<file path="src/rtl/mem_pkg.sv">
// Shared defaults and control-state encoding for the mem_responder block.
package mem_pkg;

    localparam int          ADDR_W_DEF    = 2;
    localparam int          DATA_W_DEF    = 8;
    localparam logic [7:0]  RESET_VAL_DEF = 8'h00;

    typedef enum logic [1:0] {
        IDLE = 2'b00,
        RD   = 2'b01,
        ERR  = 2'b10
    } state_e;

endpackage : mem_pkg

</file>
<file path="src/rtl/mem_regfile.sv">
// Word storage: one write port, one registered read port, every word
// returns to RESET_VAL asynchronously on reset.
module mem_regfile
    import mem_pkg::*;
#(
    parameter int                ADDR_W    = ADDR_W_DEF,
    parameter int                DATA_W    = DATA_W_DEF,
    parameter logic [DATA_W-1:0] RESET_VAL = DATA_W'(RESET_VAL_DEF)
) (
    input  logic              clk_i,
    input  logic              rst_i,
    input  logic [ADDR_W-1:0] addr_i,
    input  logic              wr_en_i,
    input  logic [DATA_W-1:0] wdata_i,
    input  logic              rd_en_i,
    output logic [DATA_W-1:0] rdata_o
);

    localparam int DEPTH = 2 ** ADDR_W;

    logic [DATA_W-1:0] mem_q [DEPTH];
    logic [DATA_W-1:0] rdata_q;
    logic [DATA_W-1:0] rdata_d;

    // Storage array: the full address space is populated, so no range check.
    always_ff @(posedge clk_i or posedge rst_i) begin
        if (rst_i) begin
            for (int i = 0; i < DEPTH; i++) begin
                mem_q[i] <= RESET_VAL;
            end
        end else if (wr_en_i) begin
            mem_q[addr_i] <= wdata_i;
        end
    end

    // Read data holds its last value whenever no read is accepted.
    always_comb begin
        rdata_d = rdata_q;
        if (rd_en_i) begin
            rdata_d = mem_q[addr_i];
        end else begin
            rdata_d = rdata_q;
        end
    end

    // Read data register.
    always_ff @(posedge clk_i or posedge rst_i) begin
        if (rst_i) begin
            rdata_q <= {DATA_W{1'b0}};
        end else begin
            rdata_q <= rdata_d;
        end
    end

    assign rdata_o = rdata_q;

endmodule : mem_regfile

</file>
<file path="src/rtl/mem_responder.sv">
// Single-port memory responder: accepts reads or writes each cycle, rejects
// simultaneous read+write with a one-cycle err pulse, counts accepted accesses.
module mem_responder
    import mem_pkg::*;
#(
    parameter int                ADDR_W    = ADDR_W_DEF,
    parameter int                DATA_W    = DATA_W_DEF,
    parameter logic [DATA_W-1:0] RESET_VAL = DATA_W'(RESET_VAL_DEF)
) (
    input  logic              clk,
    input  logic              reset,
    input  logic [ADDR_W-1:0] addr,
    input  logic              wr_en,
    input  logic              rd_en,
    input  logic [DATA_W-1:0] wdata,
    output logic [DATA_W-1:0] rdata,
    output logic              rd_valid,
    output logic              err,
    output logic [15:0]       wr_cnt,
    output logic [15:0]       rd_cnt
);

    state_e      state_q;
    state_e      state_d;
    logic        wr_accept_s;
    logic        rd_accept_s;
    logic [15:0] wr_cnt_q;
    logic [15:0] wr_cnt_d;
    logic [15:0] rd_cnt_q;
    logic [15:0] rd_cnt_d;

    // Access decode: a collision suppresses both the read and the write.
    always_comb begin
        wr_accept_s = 1'b0;
        rd_accept_s = 1'b0;
        state_d     = IDLE;
        case ({wr_en, rd_en})
            2'b10: begin
                wr_accept_s = 1'b1;
                state_d     = IDLE;
            end
            2'b01: begin
                rd_accept_s = 1'b1;
                state_d     = RD;
            end
            2'b11: begin
                state_d     = ERR;
            end
            2'b00: begin
                state_d     = IDLE;
            end
            default: begin
                state_d     = IDLE;
            end
        endcase
    end

    // Access counters wrap silently through 16'hFFFF.
    always_comb begin
        wr_cnt_d = wr_cnt_q;
        rd_cnt_d = rd_cnt_q;
        if (wr_accept_s) begin
            wr_cnt_d = wr_cnt_q + 16'd1;
        end else begin
            wr_cnt_d = wr_cnt_q;
        end
        if (rd_accept_s) begin
            rd_cnt_d = rd_cnt_q + 16'd1;
        end else begin
            rd_cnt_d = rd_cnt_q;
        end
    end

    // Control state and counter registers.
    always_ff @(posedge clk or posedge reset) begin
        if (reset) begin
            state_q  <= IDLE;
            wr_cnt_q <= 16'd0;
            rd_cnt_q <= 16'd0;
        end else begin
            state_q  <= state_d;
            wr_cnt_q <= wr_cnt_d;
            rd_cnt_q <= rd_cnt_d;
        end
    end

    mem_regfile #(
        .ADDR_W    (ADDR_W),
        .DATA_W    (DATA_W),
        .RESET_VAL (RESET_VAL)
    ) u_regfile (
        .clk_i   (clk),
        .rst_i   (reset),
        .addr_i  (addr),
        .wr_en_i (wr_accept_s),
        .wdata_i (wdata),
        .rd_en_i (rd_accept_s),
        .rdata_o (rdata)
    );

    // Status flags come straight from the state register, so a reset clears them at once.
    assign rd_valid = (state_q == RD);
    assign err      = (state_q == ERR);
    assign wr_cnt   = wr_cnt_q;
    assign rd_cnt   = rd_cnt_q;

endmodule : mem_responder

</file>
<file path="config.mk">
export PLATFORM = sky130hd
export DESIGN_NAME = mem_responder
export DESIGN_NICKNAME = d
export VERILOG_FILES = /design/src/rtl/mem_pkg.sv /design/src/rtl/mem_regfile.sv /design/src/rtl/mem_responder.sv
export SDC_FILE = /design/constraint.sdc
export NUM_CORES = 1
export LEC_CHECK = 0
export ABC_AREA = 1
export CAP_MARGIN = 0
export CORE_ASPECT_RATIO = 1.5
export CORE_MARGIN = 4
export CORE_UTILIZATION = 45
export CTS_CLUSTER_DIAMETER = 200
export DETAILED_ROUTE_END_ITERATION = 6
export PLACE_DENSITY = 0.79
export SLEW_MARGIN = 10
export SYNTH_ARGS = -nofsm -noshare
export SYNTH_HDL_FRONTEND = slang
export SYNTH_HIERARCHICAL = 1
export SYNTH_SLANG_ARGS = --single-unit
</file>
<file path="constraint.sdc">
create_clock -name clk -period 1.2 [get_ports clk]
set_input_delay 0.24 -clock clk [delete_from_list [all_inputs] [get_ports clk]]
set_output_delay 0.24 -clock clk [all_outputs]
set_load 0.02 [all_outputs]
</file>
Word-level counts from Yosys, hierarchy flattened
Cells that the tools add are included.
{ "op_classes": {"order_cmp": 2, "n_addsub": 2, "bitwise_logic": 1, "n_reduce_logical": 3, "n_eq_ne": 5, "n_mux": 9} }
{ "op_table": {"columns": ["op", "n"], "rows": [
  ["$add 16x1->16 const B", 2],
  ["$bwmux 32", 1],
  ["$mux 8", 3],
  ["$bmux 8 s2", 1],
  ["$demux 8 s2", 1],
  ["$eq 2x2->1 const B", 3],
  ["$pmux 2 s3", 1],
  ["$eq 2x1->1 const B", 2],
  ["$ge 3x3->1 const B", 1],
  ["$lt 3x1->1 const B", 1],
  ["$not 2->3", 1],
  ["$logic_not 2->1", 1],
  ["$mux 1", 2],
  ["$reduce_or 2->1", 1],
  ["$logic_and 1x1->1", 1]
]} }
{ "word_totals": {"register_bits": 74, "out_inout_bits": 42, "input_bits": 14, "word_cells": 30} }

Depth between registers and ports, before layout
Gate-level depths: netlist (run 1).
{ "depth": {"word_depth": 6, "mapped_depth": 9, "ltp_nobuf": 8} }

Cells and area by module
Netlist (run 1), hierarchy kept.
{ "by_module_without_submodules": {"columns": ["mod", "seq_area_each_um2", "area_per_inst_um2", "cells_per_inst", "n_inst"], "rows": [
  ["mem_regfile", 1001.0, 1966.9, 225, 1],
  ["mem_responder", 850.8, 1750.4, 202, 1]
]} }

Least setup slack after synthesis (run 1)
No wires, ideal clock.
{ "synth_path": {"path_type": "register to register", "from": "reg rd_cnt_q[1] (netlist: rd_cnt[1])", "to": "reg rd_cnt_q[10] (netlist: rd_cnt[10])", "setup_time_ps": 113, "arrival_time_ps": 1286, "period_less_slack_ps": 1399, "setup_slack_ps": -199, "t_required_ps": 1087, "stages_incl_launch_ff": 9, "n_path_buf": 0, "path_cell_list": "dfrtp_1 -> ha_1 -> nand3_1 -> nor2_8 -> nand2_2 -> nor2_1 -> nand2_1 -> nand2_1 -> inv_1"} }
{ "synth_via": {"elab_chain_len": 1} }
{ "synth_lines": {"columns": ["element", "line", "source"], "rows": [
  ["start, declared", "mem_responder.sv:29", "logic [15:0] rd_cnt_q;"],
  ["start signal, assigned", "mem_responder.sv:83", "rd_cnt_q <= rd_cnt_d;"],
  ["$add 16x1->16", "mem_responder.sv:68", "rd_cnt_d = rd_cnt_q + 16'd1;"]
]} }
Every way passes these cells.
A chain may end at the register's enable or synchronous reset.

Worst setup path in the final report (run 1)
{ "layout_path": {"from": "reg wr_cnt_q[0] (netlist: wr_cnt[0])", "to": "reg wr_cnt_q[4] (netlist: wr_cnt[4])"} }
{ "layout_via": {"elab_chain_len": 1} }
{ "layout_lines": {"columns": ["element", "line", "source"], "rows": [
  ["start, declared", "mem_responder.sv:27", "logic [15:0] wr_cnt_q;"],
  ["start signal, assigned", "mem_responder.sv:82", "wr_cnt_q <= wr_cnt_d;"],
  ["$add 16x1->16", "mem_responder.sv:63", "wr_cnt_d = wr_cnt_q + 16'd1;"]
]} }
Every way passes these cells.

==> results.sh, run 1 <==
export IMPL_synth_xor_area_share_pct=5.18
export IMPL_n_antenna_cell=0
export IMPL_first_pass_iters=4
export IMPL_wl_per_cell_microns=14.1
export IMPL_cts_tree="done"
export IMPL_clk_pin_slew_ns=0.06
export IMPL_drc=0
export IMPL_die_height_microns=119
export IMPL_tightest_slew_ns=0.263
export IMPL_dpl_instance_area_sq_mm=0.00490
export IMPL_crit_path_start_kind="flip-flop"
export IMPL_cpMaxStageDelayCell="dfrtp_2"
export IMPL_fill_cells=624
export IMPL_vias=3219
export IMPL_worstPathRequired_ns=1.42
export IMPL_wl_met3_microns=517
export IMPL_multi_input_area_sq_mm=0.00185
export IMPL_clock_path_buffers=2
export IMPL_syn_inst=427
export IMPL_worstPathCellList="buf_6, ha_4, nand3_4, nor2_4, buf_4, buf_4, xor2_1"
export IMPL_p_leak_nw=2.82
export IMPL_regArea_sq_mm=0.00186
export IMPL_synth_compound_area_share_pct=8.15
export IMPL_io_buffers=55
export IMPL_pre_cts_ws_ns=-0.455
export IMPL_worst_slack_ns=-0.154
export IMPL_syn_area_sq_mm=0.00372
export IMPL_drt_iter0_drc=147
export IMPL_synth_mux_area_share_pct=0
export IMPL_fin_worst_skew_ns=0.00816
export IMPL_violations="setup timing"
export IMPL_crit_buf_inv=3
export IMPL_grt_pass1_wl_mm=15.1
export IMPL_layout_nets=567
export IMPL_grt_max_degree=41
export IMPL_dr_max_layer_used="met4"
export IMPL_antenna_found_initial=0
export IMPL_row_count=40
export IMPL_drtAntennaViolNets=0
export IMPL_power_density_mw_per_mm2=1690
export IMPL_max_freq_mhz=738
export IMPL_grt_use_total_pct=19.7
export IMPL_max_stage_delay_ns=0.41
export IMPL_r2r_slack_ns=-0.15
export IMPL_yosysSeqAreaShare_pct=49.8
export IMPL_fin_crit_sh_pct=113
export IMPL_crit_family="flip-flops"
export IMPL_setup_viol=13
export IMPL_slew_viol_final=0
export IMPL_hold_viol_final=0
export IMPL_reg2regPathDepth=7
export IMPL_cts_root_buf="clkbuf_16"
export IMPL_min_period_ns=1.35
export IMPL_wirelength_met1_mm=3.70
export IMPL_cp_depth=7
export IMPL_crit_top_cell="buf_4"
export IMPL_crit_path_end_kind="flip-flop"
export IMPL_cts_hold_fix_buffers=0
export IMPL_synth_edf_count=0
export IMPL_gr_total_overflow=0
export IMPL_numClockSinks=74
export IMPL_worstSetupStartpoint="wr_cnt[0]"
export IMPL_layout_drive_gt1_share_pct=40.3
export IMPL_hold_class="in2async"
export IMPL_syn_to_final_growth_pct=43.2
export IMPL_path_class="reg2reg"
export IMPL_grt_setup_unrepaired="true"
export IMPL_synth_top_family_by_area="simple AND/OR/NAND/NOR gates"
export IMPL_die_x_microns=82.2
export IMPL_start_util_pct=46.1
export IMPL_synth_flop_cell="dfrtp_1"
export IMPL_met2_length_mm=4.95
export IMPL_synth_cell_types=29
export IMPL_synth_area_per_cell_sq_um=8.71
export IMPL_core_area_sq_mm=0.00806
export IMPL_crit_arrival_ns=1.57
export IMPL_post_dp_hpwl_mm=6.02
export IMPL_yosys_warnings=6
export IMPL_htree_levels=3
export IMPL_drv_cap=0
export IMPL_dieArea_sq_mm=0.00981
export IMPL_totalWireLength_mm=9.34
export IMPL_async_reset_ff_share_pct=100
export IMPL_pin_count=56
export IMPL_clock_latency_ns=0.33
export IMPL_place_congestion=0.816
export IMPL_via_per_inst=4.87
export IMPL_reg2reg_from="wr_cnt[0]"
export IMPL_synthesis_nets=443
export IMPL_peakVddDrop_mv=1.07
export IMPL_final_area_sq_mm=0.00532
export IMPL_worstPathMaxFanout=3
export IMPL_yosys_area_share_adder_pct=0.673
export IMPL_grt_pass1_vias=3259
export IMPL_ys_ff_latch=74
export IMPL_status="finished, violations left"
export IMPL_cts_buffers=9
export IMPL_relSlewSlack_pct=82.4
export IMPL_yosys_area_share_simple_pct=29.6
flip-flops by register name, summed over array words and instances (netlist names):
signal             cells
state_q                2
wr_cnt                16
u_regfile/mem_q       32
u_regfile/rdata_o      8
rd_cnt                16
power breakdown:
part	switching [W]	internal [W]
Clock	0.00105	0.00203
Sequential	0.000366	0.00297
Combinational	0.00140	0.00116
per-layer routing:
| layer | vias to the layer above | track usage [%] |
|---|---|---|
| li1 | 1573 | - |
| met1 | 1524 | 23.3 |
| met2 | 101 | 34.2 |
| met3 | 21 | 4.16 |
| met4 | 0 | 7.17 |
| met5 | - | 0 |
cell usage in the layout (no fill, tap or decap), drive strengths merged:
| cell type | Yosys | final |
|---|---|---|
| buf | 8 | 107 |
| bufinv | 0 | 3 |
| clkbuf | 1 | 9 |
| clkdlybuf4s50 | 0 | 9 |
| clkinv | 0 | 1 |
| clkinvlp | 0 | 3 |
| dfrtp | 74 | 74 |
| dlygate4sd2 | 0 | 4 |
| ha | 2 | 2 |
| inv | 44 | 44 |
| nand2 | 187 | 187 |
| nand3 | 16 | 18 |
| nand3b | 1 | 1 |
| nand4 | 3 | 3 |
| nor2 | 28 | 28 |
| nor3 | 5 | 5 |
| o21ai | 35 | 35 |
| o21bai | 1 | 1 |
| xnor2 | 8 | 8 |
| xor2 | 14 | 14 |
metrics by stage:
stage	util (%)	cells	power, W	TNS, ns	hold slack (ns)
after floorplan	-	427	0.00465	-0.0778	0.340
after global placement	60.8	636	0.00573	-26.56	0.466
after detailed placement	60.8	636	0.00581	-26.60	0.469
after CTS	64.2	658	0.00878	-0.262	0.295
after global routing	66.0	661	0.00936	-1.90	0.316
final	66.0	661	0.00897	-0.956	0.292
layout make-up:
| class | instances | area share, % |
|---|---|---|
| clock buffer | 9 | 4.23 |
| tap | 105 | 2.47 |
| multi-input combinational | 302 | 34.8 |
| inverter | 44 | 3.15 |
| sequential | 74 | 34.9 |
| timing repair buffer | 120 | 18.2 |
| clock inverter | 7 | 2.21 |
final timing paths:
check,end
max,wr_cnt[4]
min,rd_cnt[6]
min in group clk,state_q[1]
min reg2reg,u_regfile/rdata_o[4]
max reg2reg,wr_cnt[4]
max in group asynchronous,wr_cnt[1]
synth_stat cells (3+ instances only):
| library cell | instances | area share (%) |
|---|---|---|
| nand2_2 | 8 | 1.3 |
| buf_6 | 5 | 1.5 |
| nor3_1 | 4 | 0.54 |
| xor2_1 | 14 | 3.3 |
| inv_1 | 39 | 3.9 |
| nand3_2 | 3 | 0.81 |
| nor2_2 | 4 | 0.67 |
| o21ai_2 | 32 | 7.5 |
| inv_2 | 4 | 0.40 |
| nand2_4 | 3 | 0.91 |
| nand2_1 | 176 | 18 |
| nor2_1 | 20 | 2.0 |
| xnor2_1 | 8 | 1.9 |
| nor2_4 | 3 | 0.91 |
| nand3_1 | 9 | 1.2 |
| nand4_1 | 3 | 0.50 |
| dfrtp_1 | 74 | 50 |
| nand3_4 | 4 | 1.9 |
worst register-to-register path, cell delays in order, from the launching register on:
cell and delay [ns]:
dfrtp_2 0.41, buf_6 0.13, ha_4 0.16, nand3_4 0.09, nor2_4 0.06, buf_4 0.13
buf_4 0.12, xor2_1 0.13
timing repair:
item,CTS,global route
setup buffers,4,5
gates cloned,2,0
gates resized for setup,184,40
pin swaps,14,18
endpoints found under the setup margin,100,29
cells by family after synthesis:
family / after synthesis
AO/OA/AOI/OAI: 36
XOR/XNOR: 22
adder cells (fa/ha/maj): 2
buffers and inverters: 53
flip-flops: 74
AND/OR/NAND/NOR: 240
No activity file was read; power rests on OpenSTA's default activity.
==> run 2: changes to the inputs <==
--- a/config.mk
+++ b/config.mk
@@ -5,14 +5,14 @@
 export SDC_FILE = /design/constraint.sdc
 export NUM_CORES = 1
 export LEC_CHECK = 0
-export ABC_AREA = 1
+export ABC_AREA = 0
 export CAP_MARGIN = 0
 export CORE_ASPECT_RATIO = 1.5
-export CORE_MARGIN = 4
 export CORE_UTILIZATION = 45
 export CTS_CLUSTER_DIAMETER = 200
 export DETAILED_ROUTE_END_ITERATION = 6
-export PLACE_DENSITY = 0.79
+export PLACE_DENSITY = 0.8
+export SETUP_SLACK_MARGIN = 0.15
 export SLEW_MARGIN = 10
 export SYNTH_ARGS = -nofsm -noshare
 export SYNTH_HDL_FRONTEND = slang
==> run 2 against run 1 <==
The flow finishes with violations (DRC, setup timing). Flip-flop and latch count unchanged. Design area down 2.6%. Die area down 24%. Clock power down 36%. Sequential share of layout area up 1.3 points. Sequential power up 5%. Critical path type unchanged. Largest power group unchanged.
==> results.sh, run 2 <==
export IMPL_status="finished, violations left"
export IMPL_violations="DRC, setup timing"
export IMPL_core_area_sq_mm=0.00690
export IMPL_final_area_sq_mm=0.00518
export IMPL_yosysSeqAreaShare_pct=57.5
export IMPL_first_pass_iters=6
export IMPL_pin_count=56
export IMPL_hold_ws_ns=0.242
export IMPL_antenna_found_initial=0
export IMPL_post_dp_hpwl_mm=4.96
export IMPL_async_reset_ff_share_pct=100
export IMPL_die_x_microns=71.1
export IMPL_yosys_area_share_simple_pct=12.9
export IMPL_drv_cap=0
export IMPL_reg2regPathDepth=5
export IMPL_max_freq_mhz=709
export IMPL_regMostFlops="u_regfile/mem_q"
export IMPL_clock_path_buffers=2
export IMPL_synth_xor_area_share_pct=8.16
export IMPL_synth_cell_types=30
export IMPL_crit_path_start_kind="flip-flop"
export IMPL_yosysMostFrequentCell="dfrtp_1"
export IMPL_worst_slack_ns=-0.210
export IMPL_worstPathRequired_ns=1.43
export IMPL_worstHoldStart="rd_en"
export IMPL_synth_area_per_cell_sq_um=13.8
export IMPL_grt_use_total_pct=21.5
export IMPL_yosys_warnings=6
export IMPL_r2r_slack_ns=-0.21
export IMPL_whs_endpoint="state_q[1]"
export IMPL_path_class="reg2reg"
export IMPL_synth_area_leaders="dfrtp_1, mux2_2, xnor2_1"
export IMPL_io_buffers=55
export IMPL_crit_path_end_kind="flip-flop"
export IMPL_layout_nets=406
export IMPL_min_period_ns=1.41
export IMPL_hold_depth=2
export IMPL_setup_viol=33
export IMPL_fin_worst_skew_ns=0.00958
export IMPL_regArea_sq_mm=0.00188
export IMPL_largest_reg_flops=32
export IMPL_die_height_microns=106
export IMPL_syn_to_final_growth_pct=61.0
export IMPL_cts_root_buf="clkbuf_8"
export IMPL_row_count=37
export IMPL_layout_drive_gt1_share_pct=61.5
export IMPL_ys_top_cells_by_count="dfrtp_1, mux2_2, xnor2_1"
export IMPL_cts_tree="done"
export IMPL_start_util_pct=46.7
export IMPL_fin_crit_sh_pct=118
export IMPL_power_density_mw_per_mm2=1690
export IMPL_layout_common_cells="buf_4, buf_6, dfrtp_1, xnor2_1, dfrtp_2"
export IMPL_totalWireLength_mm=8.36
export IMPL_relSlewSlack_pct=80.9
export IMPL_r2r_end="wr_cnt[15]"
export IMPL_grt_setup_unrepaired="true"
export IMPL_synthesis_nets=250
export IMPL_tightest_slew_ns=0.286
export IMPL_slew_viol_final=0
export IMPL_ys_ff_latch=74
export IMPL_place_congestion=0.760
export IMPL_worstPathMaxFanout=4
export IMPL_cts_buffers=9
export IMPL_syn_area_sq_mm=0.00322
export IMPL_n_antenna_cell=0
export IMPL_synth_top_area_share_pct=57.5
export IMPL_layout_commonest_cell="buf_4"
export IMPL_dpl_instance_area_sq_mm=0.00447
export IMPL_hold_viol_final=0
export IMPL_vias=2499
export IMPL_grt_pass1_vias=2566
export IMPL_clock_latency_ns=0.35
export IMPL_gr_total_overflow=0
export IMPL_drc=8
export IMPL_p_leak_nw=2.48
export IMPL_grt_max_degree=41
export IMPL_drtAntennaViolNets=0
export IMPL_synth_top_family_by_area="multiplexers"
export IMPL_yosys_area_share_adder_pct=0.777
export IMPL_peakVddDrop_mv=1.09
export IMPL_clk_pin_slew_ns=0.08
export IMPL_synth_top_area_cell="dfrtp_1"
export IMPL_htree_levels=3
export IMPL_grt_pass1_wl_mm=12.2
export IMPL_syn_inst=234
export IMPL_synth_edf_count=0
export IMPL_numClockSinks=74
export IMPL_via_per_inst=5.28
export IMPL_wl_per_cell_microns=17.7
export IMPL_synth_mux_area_share_pct=16.9
export IMPL_multi_input_area_sq_mm=0.00158
export IMPL_dieArea_sq_mm=0.00750
export IMPL_fill_cells=413
export IMPL_synth_flop_cell="dfrtp_1"
export IMPL_drt_iter0_drc=125
export IMPL_hold_class="in2reg"
export IMPL_reg2reg_from="wr_cnt[2]"
export IMPL_synth_compound_area_share_pct=2.18
export IMPL_crit_arrival_ns=1.64
[run 2: worst max-delay path by stage]
stage              start                   to  slack [ns]
3_3_place_gp       rd_en           rd_cnt[13]       -0.60
6_report       wr_cnt[2]           wr_cnt[15]       -0.21
5_1_grt        wr_cnt[2]            wr_cnt[9]       -0.29
4_1_cts        rd_cnt[3]           rd_cnt[13]       -0.14
3_5_place_dp       rd_en           rd_cnt[13]       -0.62
2_1_floorplan      wr_en  u_regfile/mem_q[24]       -0.13
[run 2: area by class of cell]
cell class | count | share of cell area [%]
Multi-Input combinational cell | 151 | 30.4
Timing Repair Buffer | 150 | 27.3
Tap cell | 78 | 1.88
Clock inverter | 2 | 0.676
Inverter | 4 | 0.362
Sequential cell | 74 | 36.2
Clock buffer | 14 | 3.14
[run 2: stage by stage]
step / util, % / setup slack [ns] / instances / total power, W / setup TNS (ns)
final: 75.1 / -0.210 / 473 / 0.00876 / -3.30
after global routing: 75.1 / -0.293 / 473 / 0.00914 / -5.21
after CTS: 72.1 / -0.138 / 456 / 0.00840 / -1.74
after detailed placement: 64.8 / -0.623 / 425 / 0.00594 / -38.38
after global placement: 64.8 / -0.601 / 425 / 0.00586 / -36.98
after floorplan: - / -0.134 / 234 / 0.00461 / -1.65
[run 2: where the power goes]
group / leakage, nW / switching, W / internal (W)
sequential: 0.904 / 0.000468 / 0.00303
combinational: 1.48 / 0.00132 / 0.00200
clock: 0.101 / 0.000873 / 0.00107
total: 2.48 / 0.00266 / 0.00610
[run 2: metal layers]
layer	vias to the layer above	wire length, microns	GRT usage, %
li1	1155	-	-
met1	1257	3160	24.5
met2	73	4730	38.4
met3	14	318	4.40
met4	0	153	9.00
met5	-	0	0
[run 2: cells by family (layout without fill, tap and decap cells)]
family	count (synthesis)	after routing
DFF	74	74
xor gates and xnor gates	30	30
buffers and inverters	9	170
and+or+nand+nor	61	61
AOI/OAI and AO/OA	8	8
adders and majority gates	2	2
muxes	50	50
[run 2: what timing repair did]
action / in CTS / in global routing
hold buffers: 0 / 0
setup buffers: 15 / 17
resized for setup: 299 / 20
endpoints found under the setup margin: 114 / 77
pin swaps: 36 / 20
[run 2: worst max-delay path: stages, from the launching register on]
cell      delay (ns)
dfrtp_2         0.45
nand4b_4        0.21
nor3_4          0.30
buf_6           0.14
nand3_2         0.06
xnor2_1         0.13
